**src/rtl/button_event_pkg.sv**
```systemverilog
// Shared register map and helpers for the button event capture block.
package button_event_pkg;

  localparam int unsigned DATA_W = 32;

  localparam logic [1:0] REG_DATA         = 2'd0;
  localparam logic [1:0] REG_IRQ_MASK     = 2'd1;
  localparam logic [1:0] REG_EDGE_CAPTURE = 2'd2;
  localparam logic [1:0] REG_PRESS_COUNT  = 2'd3;

  // Wide enough for up to 32 simultaneous rises.
  function automatic logic [5:0] popcount32(input logic [31:0] v);
    logic [5:0] cnt;
    cnt = '0;
    for (int i = 0; i < 32; i++) begin
      cnt = cnt + {5'd0, v[i]};
    end
    return cnt;
  endfunction

endpackage

```
**src/rtl/button_event_capture_if.sv**
```systemverilog
// Avalon-MM responder bus for the button event capture registers.
interface button_event_capture_if;

  logic [1:0]                         avs_address;
  logic                               avs_read;
  logic                               avs_write;
  logic [button_event_pkg::DATA_W-1:0] avs_writedata;
  logic [button_event_pkg::DATA_W-1:0] avs_readdata;
  logic                               avs_readdatavalid;

  modport slave (
    input  avs_address,
    input  avs_read,
    input  avs_write,
    input  avs_writedata,
    output avs_readdata,
    output avs_readdatavalid
  );

  modport master (
    output avs_address,
    output avs_read,
    output avs_write,
    output avs_writedata,
    input  avs_readdata,
    input  avs_readdatavalid
  );

endinterface

```
**src/rtl/bit_synchronizer.sv**
```systemverilog
// Two-flop synchroniser for a vector of independent asynchronous levels.
module bit_synchronizer #(
  parameter int unsigned Width = 1
) (
  input  logic             clk_i,
  input  logic             rst_ni,
  input  logic [Width-1:0] d_i,
  output logic [Width-1:0] q_o
);

  logic [Width-1:0] s1_d, s1_q;
  logic [Width-1:0] s2_d, s2_q;

  always_comb begin
    s1_d = d_i;
    s2_d = s1_q;
  end

  always_ff @(posedge clk_i or negedge rst_ni) begin
    if (!rst_ni) begin
      s1_q <= '0;
      s2_q <= '0;
    end else begin
      s1_q <= s1_d;
      s2_q <= s2_d;
    end
  end

  assign q_o = s2_q;

endmodule

```
**src/rtl/button_event_capture.sv**
```systemverilog
// Avalon-MM responder that latches button rising edges, raises a masked
// level interrupt and keeps a saturating press counter.
module button_event_capture
  import button_event_pkg::*;
#(
  parameter int unsigned N     = 5,
  parameter int unsigned CNT_W = 16
) (
  input  logic                  clk,
  input  logic                  reset,
  input  logic [N-1:0]          buttons,
  button_event_capture_if.slave avs,
  output logic                  irq
);

  // One spare bit above the larger of counter and popcount widths.
  localparam int unsigned SumW = ((CNT_W > 6) ? CNT_W : 6) + 1;
  localparam logic [CNT_W-1:0] CntMax = '1;

  logic [N-1:0]        s2;
  logic [N-1:0]        p_d, p_q;
  logic [N-1:0]        mask_d, mask_q;
  logic [N-1:0]        ec_d, ec_q;
  logic [CNT_W-1:0]    cnt_d, cnt_q;
  logic [DATA_W-1:0]   rdata_d, rdata_q;
  logic                rvalid_d, rvalid_q;

  logic [N-1:0]        rises;
  logic [DATA_W-1:0]   rises_ext;
  logic [5:0]          rise_cnt;
  logic                wr_mask, wr_edge, wr_cnt;
  logic [N-1:0]        clr;
  logic [CNT_W-1:0]    cnt_base;
  logic [SumW-1:0]     cnt_sum;
  logic [DATA_W-1:0]   rd_mux;
  logic                unused_wdata;

  bit_synchronizer #(
    .Width(N)
  ) u_sync (
    .clk_i (clk),
    .rst_ni(reset),
    .d_i   (buttons),
    .q_o   (s2)
  );

  // Bits at N and above are architecturally ignored.
  assign unused_wdata = ^avs.avs_writedata;

  always_comb begin
    rises     = s2 & ~p_q;
    rises_ext = '0;
    rises_ext[N-1:0] = rises;
    rise_cnt  = popcount32(rises_ext);

    wr_mask = avs.avs_write && (avs.avs_address == REG_IRQ_MASK);
    wr_edge = avs.avs_write && (avs.avs_address == REG_EDGE_CAPTURE);
    wr_cnt  = avs.avs_write && (avs.avs_address == REG_PRESS_COUNT);

    p_d    = s2;
    mask_d = wr_mask ? avs.avs_writedata[N-1:0] : mask_q;

    // New rises are OR-ed in after the clear, so a coincident set wins.
    clr  = wr_edge ? avs.avs_writedata[N-1:0] : '0;
    ec_d = (ec_q & ~clr) | rises;

    cnt_base = wr_cnt ? '0 : cnt_q;
    cnt_sum  = SumW'(cnt_base) + SumW'(rise_cnt);
    cnt_d    = (cnt_sum > SumW'(CntMax)) ? CntMax : cnt_sum[CNT_W-1:0];
  end

  always_comb begin
    rd_mux = '0;
    unique case (avs.avs_address)
      REG_DATA:         rd_mux[N-1:0]     = s2;
      REG_IRQ_MASK:     rd_mux[N-1:0]     = mask_q;
      REG_EDGE_CAPTURE: rd_mux[N-1:0]     = ec_q;
      REG_PRESS_COUNT:  rd_mux[CNT_W-1:0] = cnt_q;
      default:          rd_mux            = '0;
    endcase
    rdata_d  = avs.avs_read ? rd_mux : rdata_q;
    rvalid_d = avs.avs_read;
  end

  always_ff @(posedge clk or negedge reset) begin
    if (!reset) begin
      p_q      <= '0;
      mask_q   <= '0;
      ec_q     <= '0;
      cnt_q    <= '0;
      rdata_q  <= '0;
      rvalid_q <= 1'b0;
    end else begin
      p_q      <= p_d;
      mask_q   <= mask_d;
      ec_q     <= ec_d;
      cnt_q    <= cnt_d;
      rdata_q  <= rdata_d;
      rvalid_q <= rvalid_d;
    end
  end

  assign avs.avs_readdata      = rdata_q;
  assign avs.avs_readdatavalid = rvalid_q;
  assign irq                   = |(ec_q & mask_q);

endmodule
```
**src/flat_wrapper.sv**
```systemverilog
// flat-port wrapper written by rule: the top's interface ports become plain ports
module button_event_capture_flat import button_event_pkg::*;
#(
  parameter int unsigned N     = 5,
  parameter int unsigned CNT_W = 16
)
  (clk, reset, buttons, irq, avs_avs_address, avs_avs_read, avs_avs_write, avs_avs_writedata, avs_avs_readdata, avs_avs_readdatavalid);
  button_event_capture_if avs_i ();
  input  logic clk;
  input  logic reset;
  input  logic [N-1:0] buttons;
  output logic irq;
  input wire logic [$bits(avs_i.avs_address)-1:0] avs_avs_address;
  input wire logic [$bits(avs_i.avs_read)-1:0] avs_avs_read;
  input wire logic [$bits(avs_i.avs_write)-1:0] avs_avs_write;
  input wire logic [$bits(avs_i.avs_writedata)-1:0] avs_avs_writedata;
  output wire logic [$bits(avs_i.avs_readdata)-1:0] avs_avs_readdata;
  output wire logic [$bits(avs_i.avs_readdatavalid)-1:0] avs_avs_readdatavalid;
  assign avs_i.avs_address = avs_avs_address;
  assign avs_i.avs_read = avs_avs_read;
  assign avs_i.avs_write = avs_avs_write;
  assign avs_i.avs_writedata = avs_avs_writedata;
  assign avs_avs_readdata = avs_i.avs_readdata;
  assign avs_avs_readdatavalid = avs_i.avs_readdatavalid;
  button_event_capture #(.N(N), .CNT_W(CNT_W)) u_core (.clk(clk), .reset(reset), .buttons(buttons), .avs(avs_i), .irq(irq));
endmodule
```
**config.mk**
```make
export PLATFORM = sky130hd
export DESIGN_NAME = button_event_capture_flat
export DESIGN_NICKNAME = d
export VERILOG_FILES = /design/src/rtl/button_event_pkg.sv /design/src/rtl/button_event_capture_if.sv /design/src/rtl/bit_synchronizer.sv /design/src/rtl/button_event_capture.sv /design/src/flat_wrapper.sv
export SDC_FILE = /design/constraint.sdc
export NUM_CORES = 1
export LEC_CHECK = 0
export CAP_MARGIN = 20
export CORE_ASPECT_RATIO = 1.25
export CORE_UTILIZATION = 30
export CTS_CLUSTER_DIAMETER = 100
export DETAILED_ROUTE_END_ITERATION = 7
export SLEW_MARGIN = 25
export SYNTH_ARGS = -nofsm -noshare
export SYNTH_HDL_FRONTEND = slang
export SYNTH_SLANG_ARGS = --single-unit
```
**constraint.sdc**
```tcl
create_clock -name clk -period 3.5 [get_ports clk]
set_clock_uncertainty 0.2 [all_clocks]
set_input_delay 0.35 -clock clk [delete_from_list [all_inputs] [get_ports clk]]
set_output_delay 0.35 -clock clk [all_outputs]
set_load 0.05 [all_outputs]
```
======== Word level (Yosys, flattened, before mapping) ========
Index checks and enable logic that the tools add are counted.
storage, ports and cells
  register bits ........................... 58
  latch bits .............................. 0
  RAM bits ................................ 0
  memory bits (read-only) ................. 0
  input port bits ......................... 43
  output and inout port bits .............. 34
  word-level logic and storage cells ...... 33
  memories ................................ 0
operators by class
  add/sub/neg operators ................... 5
  multipliers ............................. 0
  divide/modulo/power cells ............... 0
  magnitude comparators ................... 1
  equality and inequality tests ........... 3
  shift-type cells ........................ 0
  muxes and demuxes ....................... 5
  bitwise logic cells ..................... 6
  reductions and logical operators ........ 5
operators by type and width
  kind                  count
  $mux 16               2
  $pmux 5 s4            1
  $add 6x1->6           3
  $add 16x6->17         1
  $gt 17x16->1 const B  1
  $and 5x5->5           3
  $mux 11               1
  $not 5->5             2
  $mux 5                1
  $or 5x5->5            1
  $reduce_or 5->1       1
  $eq 2x2->1 const B    2
  $logic_and 1x1->1     3
  $add 1x1->2           1
  $eq 2x1->1 const B    1
  $logic_not 2->1       1

======== Depth between registers and ports, before layout ========
  depth after elaboration ................. 9
  gate-level depth with buffers ........... 16
  mapped depth without buffers ............ 15

======== By module ========
Synthesis repeated with hierarchy kept, for this count alone.
unflattened totals
  cells, all modules ...................... 244
  area total of the unflattened synthesis .. 2755.1 µm²
modules (own cells, without submodules)
  module                instances  cells each  area each (µm²)  seq. area each (µm²)
  button_event_capture  1          234         2504.9           1201.2
  bit_synchronizer      1          10          250.2            250.2

======== Worst setup path before layout ========
Ideal clock, no wire load.
  path type ............................... register to register
  start point ............................. register u_core.u_sync.s2_q[1] (netlist: u_core.u_sync.q_o[1])
  end point ............................... register u_core.cnt_q[14]
  setup time .............................. 0.094 ns
  arrival time ............................ 3.286 ns
  data required time ...................... 3.206 ns
  slack ................................... -0.080 ns
  stages on the path, launching flop included .. 15
  clock period less this slack ............ 3.580 ns
  cells stage by stage .................... dfrtp_1 > nor2b_1 > ha_1 > inv_1 > fa_1 > inv_1 > ha_1 > inv_1 > fa_1 > fa_1 > nor2b_1 > o21ai_0 > nor2_2 > a31oi_1 > a211oi_1
on the way
  longest elaborated chain between the ends .. 8
ends and longest elaborated chain
  item                         RTL line                    RTL
  start, declared              bit_synchronizer.sv:12      logic [Width-1:0] s2_d, s2_q;
  start signal, assigned       bit_synchronizer.sv:22      s2_q <= '0;
  start signal, assigned       bit_synchronizer.sv:25      s2_q <= s2_d;
  $and 5x5->5 *                button_event_capture.sv:51  rises = s2 & ~p_q;
  $add 1x1->2 *                button_event_pkg.sv:16      cnt = cnt + {5'd0, v[i]};
  $add 6x1->6 * (3 in series)  button_event_pkg.sv:16
  $add 16x6->17 *              button_event_capture.sv:68  cnt_sum = SumW'(cnt_base) + SumW'(rise_cnt);
  $gt 17x16->1                 button_event_capture.sv:69  cnt_d = (cnt_sum > SumW'(CntMax)) ? CntMax : cnt_sum[CNT_W-1:0];
  $mux 16 *                    button_event_capture.sv:69
  net u_core.cnt_d[14]         button_event_capture.sv:24  logic [CNT_W-1:0] cnt_d, cnt_q;
  end signal, assigned         button_event_capture.sv:97  cnt_q <= cnt_d;
  end, declared                button_event_capture.sv:24
The timed path passes the listed nets; every way through them passes the cells marked *.
A chain may end at the register's enable or synchronous reset.

======== Worst setup path after layout ========
  start point ............................. register u_core.u_sync.s2_q[1] (netlist: u_core.u_sync.q_o[1])
  end point ............................... register u_core.cnt_q[12]
The elaborated chain is that of the path after synthesis.

==> flow_summary.yaml <==
timing:
  fmax_ghz: 0.288
  rsz0062_at_grt: "yes"
  finalCritPeriodShare_pct: 99.3
  min_period_ps: 3480
  hold_slack_ps: 151
  fin_tns_setup_ps: 0
  tightestPinTransition_ps: 781
  setup_viol: 0
  slew_viol_final: 0
  hold_viol: 0
  slew_headroom_pct: 47.9
logic_synthesis:
  ys_ff_latch: 58
  synth-main-ff-cell: "dfrtp_1"
  syn_area_um2: 2680
  synth_compound_area_share_pct: 9.00
  yosys.area.top_type: "dfrtp_1"
  syn_avg_cell_area_um2: 11.0
  synth_simple_gate_area_share_pct: 13.3
  synthCells: 244
  synthXorXnorAreaFrac_pct: 3.26
  yosys_warnings: 0
  synth_mux_area_share_pct: 6.29
  synth-async-reset-ratio_pct: 100
  synth_top_family_by_area: "simple AND/OR/NAND/NOR gates"
  synth-edff-count: 0
  synth_top_area_share_pct: 54.1
  synth_cell_type_count: 43
  ys_seq_area_share_pct: 54.1
  synthTopCellsByArea: "dfrtp_1 54%, o21ai_0 5.8%, buf_4 4.8%"
  synthAdderAreaFrac_pct: 4.57
detailed_routing:
  drt_iter0_drc: 47
  drc: 0
  ant_nets: 0
  routedWlPerCell_um: 13.5
  drtPass1Iterations: 4
  num_vias: 1866
  totalWireLength_um: 5720
  viasPerCell: 4.42
die:
  core_um2: 8700
  io_pins: 77
  num_rows: 38
  die_area_um2: 9330
  die_w_um: 86.6
  die_h_um: 108
  start_util_pct: 30.8
setup_path:
  worstSetupPathType: "reg2reg"
  critical_path.startpoint_type: "flop"
  cp_slowest_cell: "fa_1"
  cp-end-kind: "flop"
  critPathArrivalTime_ps: 3480
  critical_path.top_delay_family: "adder cells"
  max_stage_delay_ps: 520
  required_ps: 3500
  worst-path-max-fanout: 5
  crit_chain: "nor2b_4 -> ha_4 -> inv_2 -> fa_1 -> inv_1 -> ha_2 -> inv_2 -> fa_2 -> fa_2 -> nor2b_4 -> o21ai_4 -> nor2_4 -> buf_6 -> nand3_2 -> nor3b_4"
  crit_buf_inv: 4
clock_tree:
  clkSinkCount: 58
  cts_made_buffers: 9
  clockBufferDepth: 2
  clockRootBuffer: "clkbuf_8"
  clk_pin_slew_ps: 60
  clk_latency_ps: 330
  cts_tree: "yes"
  h-tree-depth: 3
power_and_ir_drop:
  p_clk_share_pct: 33.7
  sequentialPowerShare_pct: 41.2
  combPwrFrac_pct: 25.1
  total_power_mw: 1.94
  leakage_nw: 1.54
  power_switching_uw: 577
  ir_drop_uv: 175
  power.density_nw_per_um2: 549
  p_int_mw: 1.37
  swShare_pct: 29.7
run:
  cap_violations: 0
placed_design:
  gp_congestion: 0.818
  io_buffers: 33
  placed_area_um2: 3150
  dpl.hpwl_um: 3990
finish:
  utilization_pct: 40.7
  synthToLayoutAreaGrowth_pct: 31.8
  fin_area_um2: 3540
  n_antenna_cell: 0
  layout.nets: 348
  final_common_cell: "dfrtp_1"
  drive_gt1_share_pct: 22.5
  final_cell_mix: "58 x dfrtp_1, 32 x clkdlybuf4s50_1, 29 x o21ai_0"
grt:
  track_usage_pct: 13.7
  grt_max_degree: 35
  grt_pass1_vias: 1964
  grt.overflow.total: 0
  antenna_found_initial: 0
  grt_first_pass_wirelength_um: 9570
min_path:
  hold_class: "reg2reg"
outcome:
  status: "finished clean"
==> worst register-to-register path: cells and delay by family (launching register included) <==
kind | cells | cell delay [ps]
adders and majority gates | 5 | 1780
and+or+nand+nor | 5 | 640
DFF | 1 | 380
buffers and inverters | 4 | 250
AOI/OAI and AO/OA | 1 | 90
==> state kept, by name, indices dropped and copies added (netlist names) <==
register                      flops
u_core.avs.avs_readdatavalid      1
u_core.mask_q                     5
u_core.p_q                        5
u_core.ec_q                       5
u_core.u_sync.q_o                 5
u_core.avs.avs_readdata          16
u_core.u_sync.s1_q                5
u_core.cnt_q                     16
==> cell usage after synthesis, types with 5 or more instances <==
cell and number:
dfrtp_1 58, o21ai_0 31, inv_1 25, nand2_1 25, buf_4 17, nand2b_1 6
nor2_1 6, xnor2_1 6, ha_1 5, mux2_2 5, mux4_2 5, nor2b_1 5
==> metrics by stage <==
step	instances	worst slack (ps)
finish	422	23.3
global route	422	-100
CTS	421	-37.7
detailed placement	400	-205
global placement	400	-160
floorplan	259	19.3
==> final timing paths <==
path	start	to	slack, ps	cells past startpoint
setup / recovery	u_core.u_sync.q_o[1]$_DFF_PN0_	u_core.cnt_q[12]$_DFF_PN0_	20	15
hold / removal	u_core.u_sync.s1_q[2]$_DFF_PN0_	u_core.u_sync.q_o[2]$_DFF_PN0_	150	0
setup reg to reg	u_core.u_sync.q_o[1]$_DFF_PN0_	u_core.cnt_q[12]$_DFF_PN0_	20	15
hold reg to reg	u_core.u_sync.s1_q[2]$_DFF_PN0_	u_core.u_sync.q_o[2]$_DFF_PN0_	150	0
max in group asynchronous	reset	u_core.ec_q[3]$_DFF_PN0_	1930	3
min in group asynchronous	reset	u_core.avs.avs_readdata[10]$_DFFE_PN0P_	450	2
==> final cells by class <==
cell class	instances	area, um^2
Multi-Input combinational cell	152	1160
Inverter	25	93.8
Sequential cell	58	1450
Timing Repair Buffer	51	467
Clock buffer	15	186
Fill cell	868	5160
Clock inverter	1	30.0
Tap cell	120	150
==> power groups by stage <==
stage                     clock network [mW]  registers (mW)  logic, mW
final                                  0.654           0.800      0.488
after global routing                   0.717           0.810      0.535
after CTS                              0.680           0.799      0.482
after detailed placement                   0           0.810      0.434
after global placement                     0           0.807      0.424
after floorplan                            0           0.856      0.246
==> metal layers <==
layer / vias up / GRT usage, % / routed length, um
met5: - / 0 / 0
met2: 54 / 23.8 / 2960
li1: 884 / - / -
met4: 0 / 5.36 / 71
met3: 7 / 3.76 / 275
met1: 921 / 15.8 / 2410
==> cell families after synthesis <==
logic type	Yosys count
compound gates	43
xor+xnor	10
fa+ha+maj	8
buf+inv	49
flops	58
mux	10
other cells	1
simple gates	65
==> timing repair <==
action	CTS	global route
buffers inserted	4	2
hold buffers	1	0
setup endpoints to repair	16	16
pin swaps	10	6
hold endpoints to repair	32	0
resized for setup	21	7
(Power assumes the default switching activity.)
